**src/rtl/median_pkg.sv**
```systemverilog
// Shared types and default geometry for the median-filter window controller.
package median_pkg;

  typedef enum logic [1:0] {
    IDLE  = 2'd0,
    FILL  = 2'd1,
    RUN   = 2'd2,
    FLUSH = 2'd3
  } ctrl_state_t;

  localparam int unsigned IMG_WIDTH_DEF  = 256;
  localparam int unsigned IMG_HEIGHT_DEF = 256;
  localparam int unsigned LINE_DEPTH_DEF = IMG_WIDTH_DEF - 3;

  typedef logic [7:0] pix_t;

endpackage

```
**src/rtl/occ_counter.sv**
```systemverilog
// Saturating occupancy tracker for one line-buffer FIFO. The FIFO is read
// exactly when it is full, so a write while full leaves occupancy unchanged.
module occ_counter #(
  parameter int unsigned CW = 8
) (
  input  logic          clk,
  input  logic          rst,
  input  logic          clr,
  input  logic          inc,
  input  logic [CW-1:0] sat_level,
  output logic          full
);

  logic [CW-1:0] occ_q, occ_d;

  assign full = (occ_q == sat_level);

  // next occupancy: clear wins, otherwise count writes until saturation
  always_comb begin
    occ_d = occ_q;
    if (clr) begin
      occ_d = '0;
    end else if (inc && !full) begin
      occ_d = occ_q + CW'(1);
    end
  end

  // occupancy register, synchronous active-low reset
  always_ff @(posedge clk) begin
    if (!rst) begin
      occ_q <= '0;
    end else begin
      occ_q <= occ_d;
    end
  end

endmodule

```
**src/rtl/median_window_ctrl.sv**
```systemverilog
// Raster sequencer for the two line-buffer FIFOs and the 3x3 window of the
// median filter. Carries no pixel data.
//
//   state | meaning
//   IDLE  | waiting for start, pix_valid ignored
//   FILL  | priming line buffers until pixel (2,0) is accepted
//   RUN   | streaming until pixel (H-1,W-1) is accepted
//   FLUSH | W+1 virtual pixels to emit the last output row
module median_window_ctrl
  import median_pkg::*;
#(
  parameter int unsigned IMG_WIDTH  = IMG_WIDTH_DEF,
  parameter int unsigned IMG_HEIGHT = IMG_HEIGHT_DEF,
  parameter int unsigned LINE_DEPTH = IMG_WIDTH - 3
) (
  input  logic                          clk,
  input  logic                          rst,
  input  logic                          start,
  input  logic                          pix_valid,
  output logic                          busy,
  output logic                          lb_clr,
  output logic                          lb0_wr_en,
  output logic                          lb0_rd_en,
  output logic                          lb1_wr_en,
  output logic                          lb1_rd_en,
  output logic                          win_shift,
  output logic                          win_valid,
  output logic                          border,
  output logic [$clog2(IMG_HEIGHT)-1:0] out_row,
  output logic [$clog2(IMG_WIDTH)-1:0]  out_col,
  output logic                          frame_done
);

  localparam int unsigned CW  = $clog2(IMG_WIDTH);
  localparam int unsigned RW  = $clog2(IMG_HEIGHT + 2);
  localparam int unsigned ORW = $clog2(IMG_HEIGHT);
  localparam int unsigned OCW = $clog2(LINE_DEPTH + 1);
  localparam logic [CW-1:0]  COL_LAST  = CW'(IMG_WIDTH - 1);
  localparam logic [RW-1:0]  ROW_LAST  = RW'(IMG_HEIGHT - 1);
  localparam logic [RW-1:0]  ROW_VEND  = RW'(IMG_HEIGHT + 1);
  localparam logic [ORW-1:0] OROW_LAST = ORW'(IMG_HEIGHT - 1);

  typedef struct packed {
    logic           acc;
    logic           valid;
    logic           last;
    logic [ORW-1:0] row;
    logic [CW-1:0]  col;
  } stage_t;

  ctrl_state_t    state_q, state_d;
  logic [RW-1:0]  row_q, row_d;
  logic [CW-1:0]  col_q, col_d;
  stage_t         s1_q, s1_d, s2_q, s2_d;
  logic           win_valid_q, win_valid_d;
  logic           border_q, border_d;
  logic           frame_done_q, frame_done_d;
  logic [ORW-1:0] out_row_q, out_row_d;
  logic [CW-1:0]  out_col_q, out_col_d;

  logic           accepted, last_acc, lb1_full, lb0_full;
  logic           ctr_valid;
  logic [ORW-1:0] ctr_row;
  logic [CW-1:0]  ctr_col;

  // acceptance strobe and FIFO enables, combinational in the acceptance cycle
  always_comb begin
    accepted = 1'b0;
    if (rst) begin
      accepted = (state_q == FLUSH) ||
                 (pix_valid && (state_q == FILL || state_q == RUN));
    end
    last_acc  = accepted && (state_q == FLUSH) && (row_q == ROW_VEND) && (col_q == '0);
    lb1_wr_en = accepted;
    lb1_rd_en = accepted && lb1_full;
    // lb0 is fed from the row-1 window output, which is meaningful once a full line has gone through lb1
    lb0_wr_en = accepted && (row_q != '0);
    lb0_rd_en = lb0_wr_en && lb0_full;
    busy      = rst && (state_q != IDLE);
    lb_clr    = !rst || (state_q == IDLE && start);
  end

  occ_counter #(.CW(OCW)) u_occ1 (
    .clk       (clk),
    .rst       (rst),
    .clr       (lb_clr),
    .inc       (lb1_wr_en),
    .sat_level (OCW'(LINE_DEPTH)),
    .full      (lb1_full)
  );

  occ_counter #(.CW(OCW)) u_occ0 (
    .clk       (clk),
    .rst       (rst),
    .clr       (lb_clr),
    .inc       (lb0_wr_en),
    .sat_level (OCW'(LINE_DEPTH)),
    .full      (lb0_full)
  );

  // window centre trails the accepted pixel by one line plus one pixel in raster order;
  // a column-0 pixel therefore centres on the last column two rows up
  always_comb begin
    ctr_valid = (row_q >= RW'(2)) || (row_q == RW'(1) && col_q != '0);
    if (col_q == '0) begin
      ctr_row = ORW'(row_q - RW'(2));
      ctr_col = COL_LAST;
    end else begin
      ctr_row = ORW'(row_q - RW'(1));
      ctr_col = col_q - CW'(1);
    end
  end

  // next-state and raster position
  always_comb begin
    state_d = state_q;
    row_d   = row_q;
    col_d   = col_q;
    if (accepted) begin
      if (col_q == COL_LAST) begin
        col_d = '0;
        row_d = row_q + RW'(1);
      end else begin
        col_d = col_q + CW'(1);
      end
    end
    case (state_q)
      IDLE: begin
        if (start) begin
          state_d = FILL;
          row_d   = '0;
          col_d   = '0;
        end
      end
      FILL:  if (accepted && row_q == RW'(2) && col_q == '0) state_d = RUN;
      RUN:   if (accepted && row_q == ROW_LAST && col_q == COL_LAST) state_d = FLUSH;
      FLUSH: begin
        if (last_acc) begin
          state_d = IDLE;
          row_d   = '0;
          col_d   = '0;
        end
      end
      default: state_d = IDLE;
    endcase
  end

  // two-stage delay matching FIFO read latency, then the window output stage
  always_comb begin
    s1_d.acc     = accepted;
    s1_d.valid   = accepted && ctr_valid;
    s1_d.last    = last_acc;
    s1_d.row     = ctr_row;
    s1_d.col     = ctr_col;
    s2_d         = s1_q;
    win_valid_d  = s2_q.valid;
    out_row_d    = s2_q.valid ? s2_q.row : '0;
    out_col_d    = s2_q.valid ? s2_q.col : '0;
    border_d     = s2_q.valid && (s2_q.row == '0 || s2_q.row == OROW_LAST ||
                                  s2_q.col == '0 || s2_q.col == COL_LAST);
    frame_done_d = s2_q.last;
  end

  // all registers, synchronous active-low reset
  always_ff @(posedge clk) begin
    if (!rst) begin
      state_q      <= IDLE;
      row_q        <= '0;
      col_q        <= '0;
      s1_q         <= '0;
      s2_q         <= '0;
      win_valid_q  <= 1'b0;
      border_q     <= 1'b0;
      frame_done_q <= 1'b0;
      out_row_q    <= '0;
      out_col_q    <= '0;
    end else begin
      state_q      <= state_d;
      row_q        <= row_d;
      col_q        <= col_d;
      s1_q         <= s1_d;
      s2_q         <= s2_d;
      win_valid_q  <= win_valid_d;
      border_q     <= border_d;
      frame_done_q <= frame_done_d;
      out_row_q    <= out_row_d;
      out_col_q    <= out_col_d;
    end
  end

  assign win_shift  = s2_q.acc;
  assign win_valid  = win_valid_q;
  assign border     = border_q;
  assign out_row    = out_row_q;
  assign out_col    = out_col_q;
  assign frame_done = frame_done_q;

endmodule

```
**config.mk**
```make
export PLATFORM = sky130hd
export DESIGN_NAME = median_window_ctrl
export DESIGN_NICKNAME = d
export VERILOG_FILES = /design/src/rtl/median_pkg.sv /design/src/rtl/occ_counter.sv /design/src/rtl/median_window_ctrl.sv
export SDC_FILE = /design/constraint.sdc
export NUM_CORES = 1
export LEC_CHECK = 0
export CAP_MARGIN = 25
export CORE_UTILIZATION = 60
export DETAILED_ROUTE_END_ITERATION = 6
export GPL_TIMING_DRIVEN = 0
export PLACE_DENSITY = 0.85
export SYNTH_ARGS = -nofsm -noshare
export SYNTH_HDL_FRONTEND = slang
export SYNTH_SLANG_ARGS = --single-unit
```
**constraint.sdc**
```tcl
create_clock -name clk -period 3.85 [get_ports clk]
set_clock_uncertainty 0.1 [all_clocks]
set_input_delay 0.77 -clock clk [delete_from_list [all_inputs] [get_ports clk]]
set_output_delay 0.77 -clock clk [all_outputs]
set_load 0.1 [all_outputs]
```
==> results of run 1 <==
-- critical path, stage by stage --
cell,delay (ns)
clkdlybuf4s50_1,0.53
clkbuf_2,0.28
nand2_1,0.25
inv_1,0.21
buf_2,0.25
clkdlybuf4s15_2,0.59
-- synthesized netlist by cell type (all sizes together) (2+ instances only) --
cell / number / share of area
a211oi: 2 / 0.0040
a21boi: 2 / 0.0040
a21o: 3 / 0.0059
a21oi: 20 / 0.026
a311oi: 2 / 0.0046
a31oi: 2 / 0.0033
and2: 24 / 0.040
and3: 19 / 0.031
buf: 8 / 0.011
clkbuf: 11 / 0.011
dfxtp: 92 / 0.48
ha: 20 / 0.066
inv: 20 / 0.020
mux2i: 2 / 0.0053
nand2: 29 / 0.029
nand3: 7 / 0.0092
nand4: 17 / 0.028
nor2: 45 / 0.044
nor2b: 2 / 0.0033
nor3: 10 / 0.013
nor4: 8 / 0.015
o211ai: 4 / 0.0079
o21ai: 14 / 0.018
or3: 9 / 0.015
or4: 2 / 0.0040
or4b: 2 / 0.0063
xnor2: 15 / 0.035
xor2: 15 / 0.035
-- what timing repair did --
item / CTS / global route
endpoints found under the hold margin: 0 / 0
resized for setup: 24 / 3
setup endpoints to repair: 6 / 2
-- cell type report --
class	instances	area, sq um
Fill cell	453	1620
Buffer	19	85.1
Timing Repair Buffer	29	284
Inverter	20	75.1
Sequential cell	92	1840
Tap cell	75	93.8
Clock buffer	10	128
Multi-Input combinational cell	283	1800
Clock inverter	6	93.8
-- power groups by stage --
stage	Sequential, mW	Combinational [mW]	Clock [mW]
after floorplan	1.04	0.264	0
after global placement	1.04	0.350	0
after detailed placement	1.04	0.360	0
after CTS	1.02	0.358	0.721
after global routing	1.02	0.391	0.772
final	1.02	0.363	0.715
-- metal layers --
layer,up-vias,routed length [um],track usage
met3,16,433,0.0589
met4,0,150,0.107
met5,-,0,0
li1,1495,-,-
met1,1333,3110,0.287
met2,95,3340,0.388
-- sequential cells by signal, summed over array words and instances (netlist names) --
name / count
out_row: 8
out_col: 8
win_valid_d: 1
u_occ0.occ_q: 8
frame_done: 1
col_q: 8
win_valid: 1
state_q: 2
win_shift: 1
u_occ1.occ_q: 8
frame_done_d: 1
s1_q: 19
row_q: 9
border: 1
s2_q: 16
-- kinds of logic (layout without fill, tap and decap cells) --
family,Yosys count,after routing,share of synthesized area
AOI/OAI and AO/OA,53,53,0.0856
xor gates and xnor gates,30,30,0.0692
adders and majority gates,20,20,0.0659
buffers and inverters,39,84,0.0418
DFF,92,92,0.485
muxes,3,3,0.00823
and+or+nand+nor,177,177,0.244
-- worst paths after layout --
check | start | to | slack [ns]
setup / recovery | rst | lb1_wr_en | 0.09
hold / removal | s1_q[11]$_SDFF_PN0_ | s2_q[11]$_SDFF_PN0_ | 0.34
setup reg to reg | state_q[0]$_SDFFE_PN0P_ | state_q[0]$_SDFFE_PN0P_ | 1.16
hold reg to reg | s1_q[11]$_SDFF_PN0_ | s2_q[11]$_SDFF_PN0_ | 0.34
-- stage by stage --
stage / TNS (ns) / area, sq um / utilization / hold slack, ns
after CTS: 0 / 4400 / 0.730 / 0.335
after global placement: -3.67 / 4190 / 0.695 / 0.315
final: 0 / 4400 / 0.730 / 0.336
after global routing: 0 / 4400 / 0.730 / 0.350
after detailed placement: -3.88 / 4190 / 0.695 / 0.317
after floorplan: 0 / 3800 / - / 0.312
==> qor.txt, run 1 <==
Reported leakage power = 1.79 nW
Mean instance size in the synthesized netlist = 9.18 sq um
Final critical path time including I/O delays and setup = 3.76 ns
Total I/O pin count = 30
Unique masters post-synth = 43
Areal power density over the cells = 476 nW/um^2
Global route overflow = 0
DR WL/cell = 13.2 um
Count of pins over their slew limit = 0
Setup slack of the critical path after layout = 0.0895 ns
Number of buffers on the longest clock path = 2
Residual DRC = 0
Clock Pin Slew Worst Setup and Hold Paths = 0.09 ns
First-pass GRT wire length = 11700 um
Pin count of the biggest net entering global routing = 17
Detailed-placement wirelength estimate = 4970 um
Hold-fix buffers at CTS = 0
Final hold violations = 0
Endpoint arrival time on the critical path = 2.89 ns
Layout cell share with drive strength beyond 1 = 0.0784
Most instantiated flip-flop cell in the synthesis netlist = dfxtp_1
Diode count = 0
Number of H-tree levels = 3
Die X-Extent = 81.6 um
Remaining max-slew budget at the tightest pin = 0.344
Net switching share of the total power = 0.298
Combinational Power Share = 0.173
Number of synthesized flops with an enable pin = 0
Result of the run = finished, final reports clean
Count of clock tree sinks = 92
Synth Net Count = 438
Clk Tree Root Cell = clkbuf_8
# setup viols final = 0
Per-cell via count in the routed design = 5.50
Cell Count Post-Placement = 518
Total Routed Length = 7040 um
First-iteration detailed-routing DRC count = 206
Setup Slack @ Placement = -0.901 ns
Total standard cell area after synthesis = 3800 sq um
Warnings, synthesis = 0
Total iterations of the first detailed-routing run = 4
Net switching power = 0.624 mW
Nets@finish = 478
Number of nets still failing antenna checks after routing = 0
Post-Layout Cell Count = 534
P_int = 1.47 mW
Post-CTS setup buffer count = 0
Slew @ Worst Pin = 0.981 ns
Routability-driven placement congestion ratio = 0.943
Area Growth Syn to Fin = 15.9%
Power Total = 2.10 mW
Leading cell types in the layout, fill and taps excluded = dfxtp_1 (92), nor2_1 (44), nand2_1 (29)
Height of the chip = 81.6 um
Flip-flop and latch count after synthesis = 92
Fraction of the cycle the final worst path needs = 0.977
Setup CP Type = in2out
Leading cell type in the layout, fill and taps excluded = dfxtp_1
Via count of the first global-routing pass = 2656
Count of max-cap constraint violations = 0
Rows = 28
Via total after detailed routing = 2939
TritonCTS clock tree = built
Fmax = 266 MHz
Instance count along the most critical hold path = 1
Full die area = 6650 sq um
Starting density of the core = 0.630
Synthesized instance count = 414
Max FO, Critical Path = 10
Worst hold path class = reg2reg
Nature of the critical path endpoint = output port
Setup repair after global routing missed its margin = no
Worst VDD drop = 386 uV
Endpoint required time on the critical path = 2.98 ns
GRT Util Overall = 0.235
Critical path launch point type = input pin
Number of cell instances on the worst register-to-register path = 7
Proportion of synthesized flip-flops having asynchronous set or reset = 0
Initial antenna violation count = 0
I/O Buffers = 29
Total clock buffers created by CTS = 9
Relative contribution of the clock network to total power = 0.341
Relative contribution of sequential cells to total power = 0.486
Latest clock arrival within the worst-skew pair = 0.36 ns
Core area = 6030 sq um
Sequential element share of the synthesized area = 0.485
No activity file was read; power rests on OpenSTA's default activity.
==> inputs of run 2 (changes only) <==
--- a/config.mk
+++ b/config.mk
@@ -6,6 +6,7 @@
 export NUM_CORES = 1
 export LEC_CHECK = 0
 export CAP_MARGIN = 25
+export CORE_MARGIN = 2
 export CORE_UTILIZATION = 60
 export DETAILED_ROUTE_END_ITERATION = 6
 export GPL_TIMING_DRIVEN = 0
==> qor.txt, run 2 (synthesis results as in run 1) <==
Height of the chip = 83.6 um (was 81.6 um)
Remaining max-slew budget at the tightest pin = 0.347 (was 0.344)
Final hold violations = 0 (unchanged)
Nature of the critical path endpoint = output port (unchanged)
Net switching share of the total power = 0.302 (was 0.298)
Longest individual stage delay on the worst path = 0.63 ns (was 0.59 ns)
I/O Buffers = 29 (unchanged)
Areal power density over the cells = 465 nW/um^2 (was 476 nW/um^2)
Placed inst area = 4190 sq um (unchanged)
Cell Count Post-Placement = 518 (unchanged)
Latest clock arrival within the worst-skew pair = 0.35 ns (was 0.36 ns)
TritonCTS clock tree = built (unchanged)
Number of stages on the worst setup path = 5 (was 6)
Per-cell via count in the routed design = 5.42 (was 5.50)
P_int = 1.42 mW (was 1.47 mW)
Count of pins over their slew limit = 0 (unchanged)
Die X-Extent = 83.6 um (was 81.6 um)
Fraction of the cycle the final worst path needs = 0.970 (was 0.977)
Post-CTS setup buffer count = 0 (unchanged)
Post-Layout Cell Count = 534 (unchanged)
Full die area = 6980 sq um (was 6650 sq um)
Starting density of the core = 0.630 (unchanged)
Clk Tree Root Cell = clkbuf_8 (unchanged)
Largest registers = s1_q x19, s2_q x16, row_q x9 (unchanged)
Number of cell instances on the worst register-to-register path = 7 (unchanged)
Slew @ Worst Pin = 0.976 ns (was 0.981 ns)
Count of clock tree sinks = 92 (unchanged)
Via total after detailed routing = 2896 (was 2939)
Core area = 6030 sq um (unchanged)
Flip-flop count of the largest register after layout = 19 (unchanged)
Relative contribution of the clock network to total power = 0.324 (was 0.341)
Clock Pin Slew Worst Setup and Hold Paths = 0.09 ns (about the same)
Nets@finish = 478 (unchanged)
Family with the most delay on the worst path = buffers and inverters (unchanged)
Post-route cell area = 4390 sq um (was 4400 sq um)
Pin count of the biggest net entering global routing = 17 (unchanged)
Setup TNS after final layout = 0 ns (unchanged)
DR WL/cell = 12.9 um (was 13.2 um)
Net switching power = 0.615 mW (was 0.624 mW)
Total I/O pin count = 30 (unchanged)
Global route overflow = 0 (unchanged)
Worst VDD drop = 407 uV (was 386 uV)
Detailed-placement wirelength estimate = 4950 um (was 4970 um)
Final critical path time including I/O delays and setup = 3.73 ns (was 3.76 ns)
Worst hold margin = 0.332 ns (was 0.336 ns)
Rows = 28 (unchanged)
First-pass GRT wire length = 11400 um (was 11700 um)
Max FO, Critical Path = 10 (unchanged)
Hold-fix buffers at CTS = 0 (unchanged)
Setup slack of the critical path after layout = 0.116 ns (was 0.0895 ns)
Final core occ = 0.728 (was 0.730)
Leading cell types in the layout, fill and taps excluded = dfxtp_1 (92), nor2_1 (44), nand2_1 (29) (unchanged)
Count of max-cap constraint violations = 0 (unchanged)
First-iteration detailed-routing DRC count = 115 (was 206)
Worst hold path class = reg2reg (unchanged)
Power Total = 2.04 mW (was 2.10 mW)
Via count of the first global-routing pass = 2625 (was 2656)
Total clock buffers created by CTS = 9 (unchanged)
Area Growth Syn to Fin = 15.5% (was 15.9%)
GRT Util Overall = 0.201 (was 0.235)
Setup Slack @ Placement = -0.873 ns (was -0.901 ns)
Total Routed Length = 6910 um (was 7040 um)
Register name with the most flops = s1_q (unchanged)
Residual DRC = 0 (unchanged)
Diode count = 0 (unchanged)
Endpoint required time on the critical path = 2.98 ns (about the same)
Leading cell type in the layout, fill and taps excluded = dfxtp_1 (unchanged)
Setup CP Type = in2out (unchanged)
Slowest stage cell, crit path = clkdlybuf4s15_2 (unchanged)
Layout cell share with drive strength beyond 1 = 0.0806 (was 0.0784)
# setup viols final = 0 (unchanged)
Buffering stage count on the worst path with inverters included = 4 (was 5)
Number of nets still failing antenna checks after routing = 0 (unchanged)
Critical-path cell list = clkdlybuf4s50_1, clkbuf_2, nand2_1, clkbuf_1, clkdlybuf4s15_2 (was clkdlybuf4s50_1, clkbuf_2, nand2_1, inv_1, buf_2, clkdlybuf4s15_2)
Combinational Power Share = 0.176 (was 0.173)
Number of buffers on the longest clock path = 2 (unchanged)
Endpoint arrival time on the critical path = 2.86 ns (was 2.89 ns)
Relative contribution of sequential cells to total power = 0.500 (was 0.486)
Routability-driven placement congestion ratio = 0.892 (was 0.943)
Reported leakage power = 1.79 nW (about the same)
Setup repair after global routing missed its margin = no (unchanged)
Total iterations of the first detailed-routing run = 4 (unchanged)
Number of H-tree levels = 3 (unchanged)
Initial antenna violation count = 0 (unchanged)
Fmax = 268 MHz (was 266 MHz)
Result of the run = finished, final reports clean (unchanged)
Instance count along the most critical hold path = 1 (unchanged)
Critical path launch point type = input pin (unchanged)
[run 2: cell types whose count changed in the layout (fill, tap and decap cells not counted), sizes merged]
cell	change
clkinv	+2
clkinvlp	-1
clkbuf	+2
buf	-2
bufinv	-1
[run 2: timing repair]
item / CTS / global route
gates resized for setup: 23 / 3
gates cloned: 0 / 0
setup endpoints to repair: 6 / 3
[run 2: worst paths after layout]
path                           start                 endpoint  slack [ns]
max                              rst                   lb_clr        0.12
min               s1_q[0]$_SDFF_PN0_       s2_q[0]$_SDFF_PN0_        0.33
max reg2reg  state_q[1]$_SDFFE_PN0P_  state_q[1]$_SDFFE_PN0P_        1.16
min reg2reg       s1_q[0]$_SDFF_PN0_       s2_q[0]$_SDFF_PN0_        0.33
[run 2: final cells by class]
class | instances | area (sq um)
clock inverter | 6 | 70.1
tap | 75 | 93.8
fill | 455 | 1640
multi-input combinational | 283 | 1800
sequential | 92 | 1840
buffer | 19 | 85.1
clock buffer | 10 | 138
inverter | 20 | 75.1
timing repair buffer | 29 | 284
[run 2: metal layers]
layer	global-route usage	up-vias	share of wire
met3	0.0396	13	0.043
met5	0	-	0
met2	0.332	66	0.47
met1	0.248	1316	0.47
li1	-	1501	-
met4	0.103	0	0.020
[run 2: power by group through the flow]
| stage | combinational [mW] | clock [mW] | sequential, mW |
|---|---|---|---|
| finish | 0.360 | 0.661 | 1.02 |
| detailed placement | 0.358 | 0 | 1.04 |
| global route | 0.389 | 0.716 | 1.03 |
| global placement | 0.349 | 0 | 1.04 |
| CTS | 0.357 | 0.672 | 1.02 |
| floorplan | 0.264 | 0 | 1.04 |
